$ cat config.mk
export PLATFORM = sky130hd
export DESIGN_NAME = icg_enable_sequencer
export DESIGN_NICKNAME = d
export VERILOG_FILES = /design/src/rtl/icg_seq_pkg.sv /design/src/rtl/icg_dom_fsm.sv /design/src/rtl/icg_enable_sequencer.sv
export SDC_FILE = /design/constraint.sdc
export NUM_CORES = 1
export LEC_CHECK = 0
export CORE_UTILIZATION = 35
export DETAILED_ROUTE_END_ITERATION = 16
export GPL_TIMING_DRIVEN = 0
export HOLD_SLACK_MARGIN = 0.1
export SYNTH_ARGS = -nofsm -noshare
export SYNTH_HDL_FRONTEND = slang
export SYNTH_SLANG_ARGS = --single-unit
$ cat constraint.sdc
create_clock -name CLK -period 2.8 [get_ports CLK]
set_clock_uncertainty 0.2 [all_clocks]
set_input_delay 0.56 -clock CLK [delete_from_list [all_inputs] [get_ports CLK]]
set_output_delay 0.56 -clock CLK [all_outputs]
set_load 0.005 [all_outputs]
$ cat src/rtl/icg_seq_pkg.sv
// Shared types and helpers for the clock-gate enable sequencer.
package icg_seq_pkg;

    typedef enum logic [1:0] {
        StOff,
        StWake,
        StOn,
        StIdle
    } dom_state_t;

    // Width of a down-counter that must hold values 0..max_val.
    function automatic int unsigned cnt_width(input int unsigned max_val);
        return (max_val < 1) ? 1 : $clog2(max_val + 1);
    endfunction

endpackage

$ cat src/rtl/icg_dom_fsm.sv
// Per-domain gate FSM: OFF -> WAKE -> ON <-> IDLE -> OFF, with wake and idle counters.
module icg_dom_fsm
    import icg_seq_pkg::*;
#(
    parameter int unsigned WAKE_CYC = 2,
    parameter int unsigned IDLE_CYC = 16
) (
    input  logic CLK,
    input  logic RN,
    input  logic grant,
    input  logic req,
    input  logic busy,
    output logic gate_en,
    output logic ack,
    output logic dom_on,
    output logic pending
);

    localparam int unsigned WW = cnt_width(WAKE_CYC);
    localparam int unsigned IW = cnt_width(IDLE_CYC);
    localparam logic [WW-1:0] WAKE_LOAD = WW'(WAKE_CYC);
    localparam logic [IW-1:0] IDLE_LOAD = IW'(IDLE_CYC);

    dom_state_t    state_q, state_d;
    logic [WW-1:0] wake_q, wake_d;
    logic [IW-1:0] idle_q, idle_d;
    logic          ack_q, on_q;

    always_comb begin
        state_d = state_q;
        wake_d  = wake_q;
        idle_d  = idle_q;
        unique case (state_q)
            StOff: begin
                if (grant) begin
                    state_d = StWake;
                    wake_d  = WAKE_LOAD;
                end
            end
            StWake: begin
                // Transition on the edge where the count reaches zero.
                if (wake_q <= WW'(1)) begin
                    state_d = StOn;
                    wake_d  = '0;
                end else begin
                    wake_d = wake_q - WW'(1);
                end
            end
            StOn: begin
                if (!req && !busy) begin
                    state_d = StIdle;
                    idle_d  = IDLE_LOAD;
                end
            end
            StIdle: begin
                // A request always wins over expiry.
                if (req) begin
                    state_d = StOn;
                end else if (busy) begin
                    idle_d = IDLE_LOAD;
                end else if (idle_q <= IW'(1)) begin
                    state_d = StOff;
                    idle_d  = '0;
                end else begin
                    idle_d = idle_q - IW'(1);
                end
            end
            default: state_d = StOff;
        endcase
    end

    always_ff @(posedge CLK or negedge RN) begin
        if (!RN) begin
            state_q <= StOff;
            wake_q  <= '0;
            idle_q  <= '0;
            ack_q   <= 1'b0;
            on_q    <= 1'b0;
        end else begin
            state_q <= state_d;
            wake_q  <= wake_d;
            idle_q  <= idle_d;
            ack_q   <= (state_d == StOn);
            on_q    <= (state_d != StOff);
        end
    end

    assign gate_en = on_q;
    assign dom_on  = on_q;
    assign ack     = ack_q;
    assign pending = (state_q == StOff) && req;

endmodule

$ cat src/rtl/icg_enable_sequencer.sv
// Staggered round-robin enable sequencer for N_DOM clock-gate cells, with test-enable override.
module icg_enable_sequencer
    import icg_seq_pkg::*;
#(
    parameter int unsigned N_DOM       = 4,
    parameter int unsigned WAKE_CYC    = 2,
    parameter int unsigned IDLE_CYC    = 16,
    parameter int unsigned STAGGER_CYC = 4
) (
    input  logic             CLK,
    input  logic             RN,
    input  logic             TE,
    input  logic [N_DOM-1:0] req,
    input  logic [N_DOM-1:0] busy,
    output logic [N_DOM-1:0] gate_en,
    output logic [N_DOM-1:0] ack,
    output logic [N_DOM-1:0] dom_on
);

    localparam int unsigned PW = $clog2(N_DOM);
    localparam int unsigned SW = cnt_width(STAGGER_CYC);

    logic [N_DOM-1:0] pending, grant, gate_q;
    logic [PW-1:0]    ptr_q, ptr_d, idx;
    logic [SW-1:0]    stg_q, stg_d;
    logic             found;
    int unsigned      sum;

    // Round-robin search from the pointer; only one grant per edge and only when
    // the stagger window has fully elapsed.
    always_comb begin
        grant = '0;
        found = 1'b0;
        ptr_d = ptr_q;
        sum   = 0;
        idx   = '0;
        stg_d = (stg_q != '0) ? stg_q - SW'(1) : '0;
        if (stg_q == '0) begin
            for (int unsigned k = 0; k < N_DOM; k++) begin
                sum = 32'(ptr_q) + k;
                if (sum >= N_DOM) sum = sum - N_DOM;
                idx = PW'(sum);
                if (!found && pending[idx]) begin
                    found      = 1'b1;
                    grant[idx] = 1'b1;
                    ptr_d      = (sum == N_DOM - 1) ? '0 : PW'(sum + 1);
                    stg_d      = SW'(STAGGER_CYC);
                end
            end
        end
    end

    always_ff @(posedge CLK or negedge RN) begin
        if (!RN) begin
            ptr_q <= '0;
            stg_q <= '0;
        end else begin
            ptr_q <= ptr_d;
            stg_q <= stg_d;
        end
    end

    for (genvar g = 0; g < N_DOM; g++) begin : g_dom
        icg_dom_fsm #(
            .WAKE_CYC (WAKE_CYC),
            .IDLE_CYC (IDLE_CYC)
        ) u_fsm (
            .CLK     (CLK),
            .RN      (RN),
            .grant   (grant[g]),
            .req     (req[g]),
            .busy    (busy[g]),
            .gate_en (gate_q[g]),
            .ack     (ack[g]),
            .dom_on  (dom_on[g]),
            .pending (pending[g])
        );
    end

    assign gate_en = gate_q | {N_DOM{TE}};

endmodule

==> reports/metrics.yaml, run 1 <==
logic_synthesis:
  synth-seq-area-share_pct: 39.3
  synth-edff-count: 0
  ys_ff_latch: 49
  syn_area_per_cell_um2: 9.12
  synthTopCellsByArea: "dfrtp_1 (39%), ha_1 (6.8%), nand2_1 (4.0%)"
  synth_top_area_share_pct: 39.3
  async_flop_share_pct: 100
  yosys.area.top_type: "dfrtp_1"
  synthCells: 342
  syn_area_mm2: 0.00312
  synth-warning-count: 0
  syn_nets: 370
  synth_top_flop_cell: "dfrtp_1"
  synth.distinct_cells: 57
sta:
  finalSetupViolCount: 0
  max_slew.worst_pin.slew_ns: 0.617
  period_needed_ns: 2.77
  finalMaxSlewViolations: 0
  finalSetupTns_ns: 0
  hold_violations: 0
  holdWs_ns: 0.266
  clock.fmax_mhz: 361
  min_period_over_period_pct: 99.0
  max_slew_margin_pct: 58.9
  setup_ws_ns: 0.0282
power_and_ir_drop:
  power_density_mw_per_mm2: 916
  p_clk_share_pct: 17.4
  ir_worst_vdd_uv: 444
  p_int_uw: 2060
  power_uw: 3440
  combinationalPowerShare_pct: 48.9
  p_seq_share_pct: 33.7
  leakage_uw: 0.00150
  p_sw_uw: 1390
  switching_share_pct: 40.2
detailed_routing:
  ant_nets: 0
  dr.pass1.iters: 5
  wl_per_cell_um: 14.1
  routed_wl_um: 6920
  avgViaCountPerCell: 5.48
  drc_errors: 0
  num_vias: 2683
  drt-initial-drc-count: 316
cells_and_area:
  post-route-util_pct: 43.3
  drive_above_1_share_pct: 16.5
  area_growth_pct: 20.5
  n_antenna_cell: 0
  regArea_mm2: 0.00123
  fill_cells: 868
  nets: 409
  multiInputGateArea_mm2: 0.00176
clock_tree:
  ctsRootBufferMaster: "clkbuf_8"
  cts_tree: "yes"
  numCtsBuffers: 5
  clock_path_buffers: 2
  clkSlewWorstSetupHoldPaths_ns: 0.09
  clock-sinks: 49
  insertion_delay_ns: 0.30
  htree_levels: 2
grt:
  antenna_found_initial: 0
  grt_max_degree: 26
  track_usage_pct: 15.6
  grt_pass1_vias: 2496
  grt_pass1_wl_um: 11400
  gr-total-overflow: 0
critical_path:
  worst-path-buf-inv: 1
  path_delay_family: "compound AO/OA/AOI/OAI gates"
  cp_slowest_cell: "clkdlybuf4s50_1"
  crit_path_end_kind: "flip-flop"
  arrival_ns: 2.76
  worstPathCellList: "clkdlybuf4s50_1, or3b_4, o211ai_2, nand2_1, o32a_1, o31ai_1"
  required_ns: 2.79
  crit_type: "primary input to flip-flop"
  crit_path_start_kind: "primary input"
  worst_path_largest_cell_delay_ns: 0.49
  path_max_fanout: 8
floorplanning:
  die_area_mm2: 0.00929
  std_cell_rows: 34
  start_util_pct: 35.9
  design.core.area_mm2: 0.00868
  die_w_um: 96.4
  io_pins: 23
  die_y_um: 96.4
placement:
  place_congestion: 0.921
  dp_hpwl_um: 4840
  pre_cts_ws_ns: -0.415
  numPortBuffers: 22
hold_path:
  hold_path.class: "flip-flop to flip-flop"
run_status:
  outcome: "complete, no violations"
flow_run:
  cap_viol_max_count: 0
## layout by cell type, fill, tap and decap left out, drive strengths merged, types with 12 or more instances in the layout
| cell type | synthesis | routed |
|---|---|---|
| dfrtp | 49 | 49 |
| nand2 | 33 | 33 |
| nor2 | 27 | 27 |
| o21ai | 23 | 23 |
| inv | 23 | 23 |
| a21oi | 21 | 21 |
| buf | 10 | 21 |
| clkdlybuf4s50 | 0 | 19 |
| ha | 17 | 17 |
| nor3 | 12 | 12 |
## timing repair
item                                    4_1_cts  5_1_grt
endpoints found under the setup margin       20       17
cloned                                        0        0
pin swaps                                     0        0
hold endpoints to repair                     24        0
resized for setup                             8        6
hold buffers                                  1        0
buffers inserted                              2        7
## power by group through the flow
stage | Combinational (uW) | Sequential, uW | Clock, uW
finish | 1680 | 1160 | 599
global route | 1880 | 1200 | 652
CTS | 1540 | 1170 | 621
detailed placement | 1510 | 1180 | 0
global placement | 1480 | 1170 | 0
floorplan | 1170 | 1120 | 0
## routing by layer
metal	up-vias	global-route usage (%)	share of wire [%]
li1	1313	-	-
met1	1276	21.2	47
met2	74	24.6	46
met3	20	2.43	4.0
met4	0	7.11	3.0
met5	-	0	0
## path summary, 6_finish.rpt
path,from,to,slack [ns],cells after the start
hold reg to reg,stg_q[0]$_DFF_PN0_,stg_q[0]$_DFF_PN0_,0.27,1
hold / removal,stg_q[0]$_DFF_PN0_,stg_q[0]$_DFF_PN0_,0.27,1
max in group asynchronous,RN,ptr_q[0]$_DFFE_PN0P_,1.25,3
setup reg to reg,ptr_q[1]$_DFFE_PN0P_,g_dom[2].u_fsm.wake_q[0]$_DFFE_PN0P_,0.20,6
min in group asynchronous,RN,g_dom[3].u_fsm.idle_q[1]$_DFFE_PN0P_,0.60,2
setup / recovery,req[1],ptr_q[0]$_DFFE_PN0P_,0.03,6
## logic make-up (layout without fill, tap and decap cells)
| group | Yosys count | count (layout) | synth area share [%] |
|---|---|---|---|
| simple gates | 132 | 132 | 22.5 |
| fa+ha+maj | 17 | 17 | 6.82 |
| mux | 6 | 6 | 2.77 |
| compound gates | 97 | 97 | 21.8 |
| buf+inv | 38 | 78 | 5.90 |
| flops | 49 | 49 | 39.3 |
| xor+xnor | 3 | 3 | 0.843 |
## final cells by class
class | instances | area share, %
Buffer | 14 | 2.50
Clock buffer | 5 | 1.83
Clock inverter | 3 | 1.73
Inverter | 23 | 2.30
Multi-Input combinational cell | 255 | 46.9
Sequential cell | 49 | 32.7
Tap cell | 108 | 3.60
Timing Repair Buffer | 33 | 8.46
## worst reg2reg max path: stages (launching register included)
cell and delay, ns:
dfrtp_2 0.48, inv_2 0.13, ha_4 0.35, mux4_2 0.61, nor2_4 0.24, a41oi_2 0.22, a31o_1 0.27
## synthesized netlist by cell type (all sizes together) (3+ instances only)
library cell / n
nand3: 8
or2: 6
and2: 4
a31o: 5
nand4: 7
o311ai: 4
a21o: 3
dfrtp: 49
buf: 10
o21ai: 23
clkbuf: 5
or3b: 4
nor4: 3
nand2b: 9
o31ai: 4
a41oi: 4
nor2: 27
o22ai: 8
nor3: 12
nor2b: 5
mux2i: 3
nand2: 33
nor3b: 6
xnor2: 3
a21oi: 21
inv: 23
ha: 17
a31oi: 8
## stage by stage
step / cell area (um2) / instances
floorplan: 3120 / 342
global placement: 3470 / 472
detailed placement: 3490 / 473
CTS: 3680 / 483
global route: 3760 / 490
finish: 3760 / 490
## registers in the layout, summed over array words and instances (netlist names)
register,flops
g_dom.u_fsm.state_q,8
ptr_q,2
g_dom.u_fsm.ack,4
g_dom.u_fsm.dom_on,4
g_dom.u_fsm.idle_q,20
stg_q,3
g_dom.u_fsm.wake_q,8
No activity file was read; power rests on OpenSTA's default activity.
==> run 2, diff against run 1 <==
Settings changed: CTS_CLUSTER_SIZE from default to 25.
==> results of run 2 <==
Same layout as run 1: the final DEF is identical, and so are final timing and power.
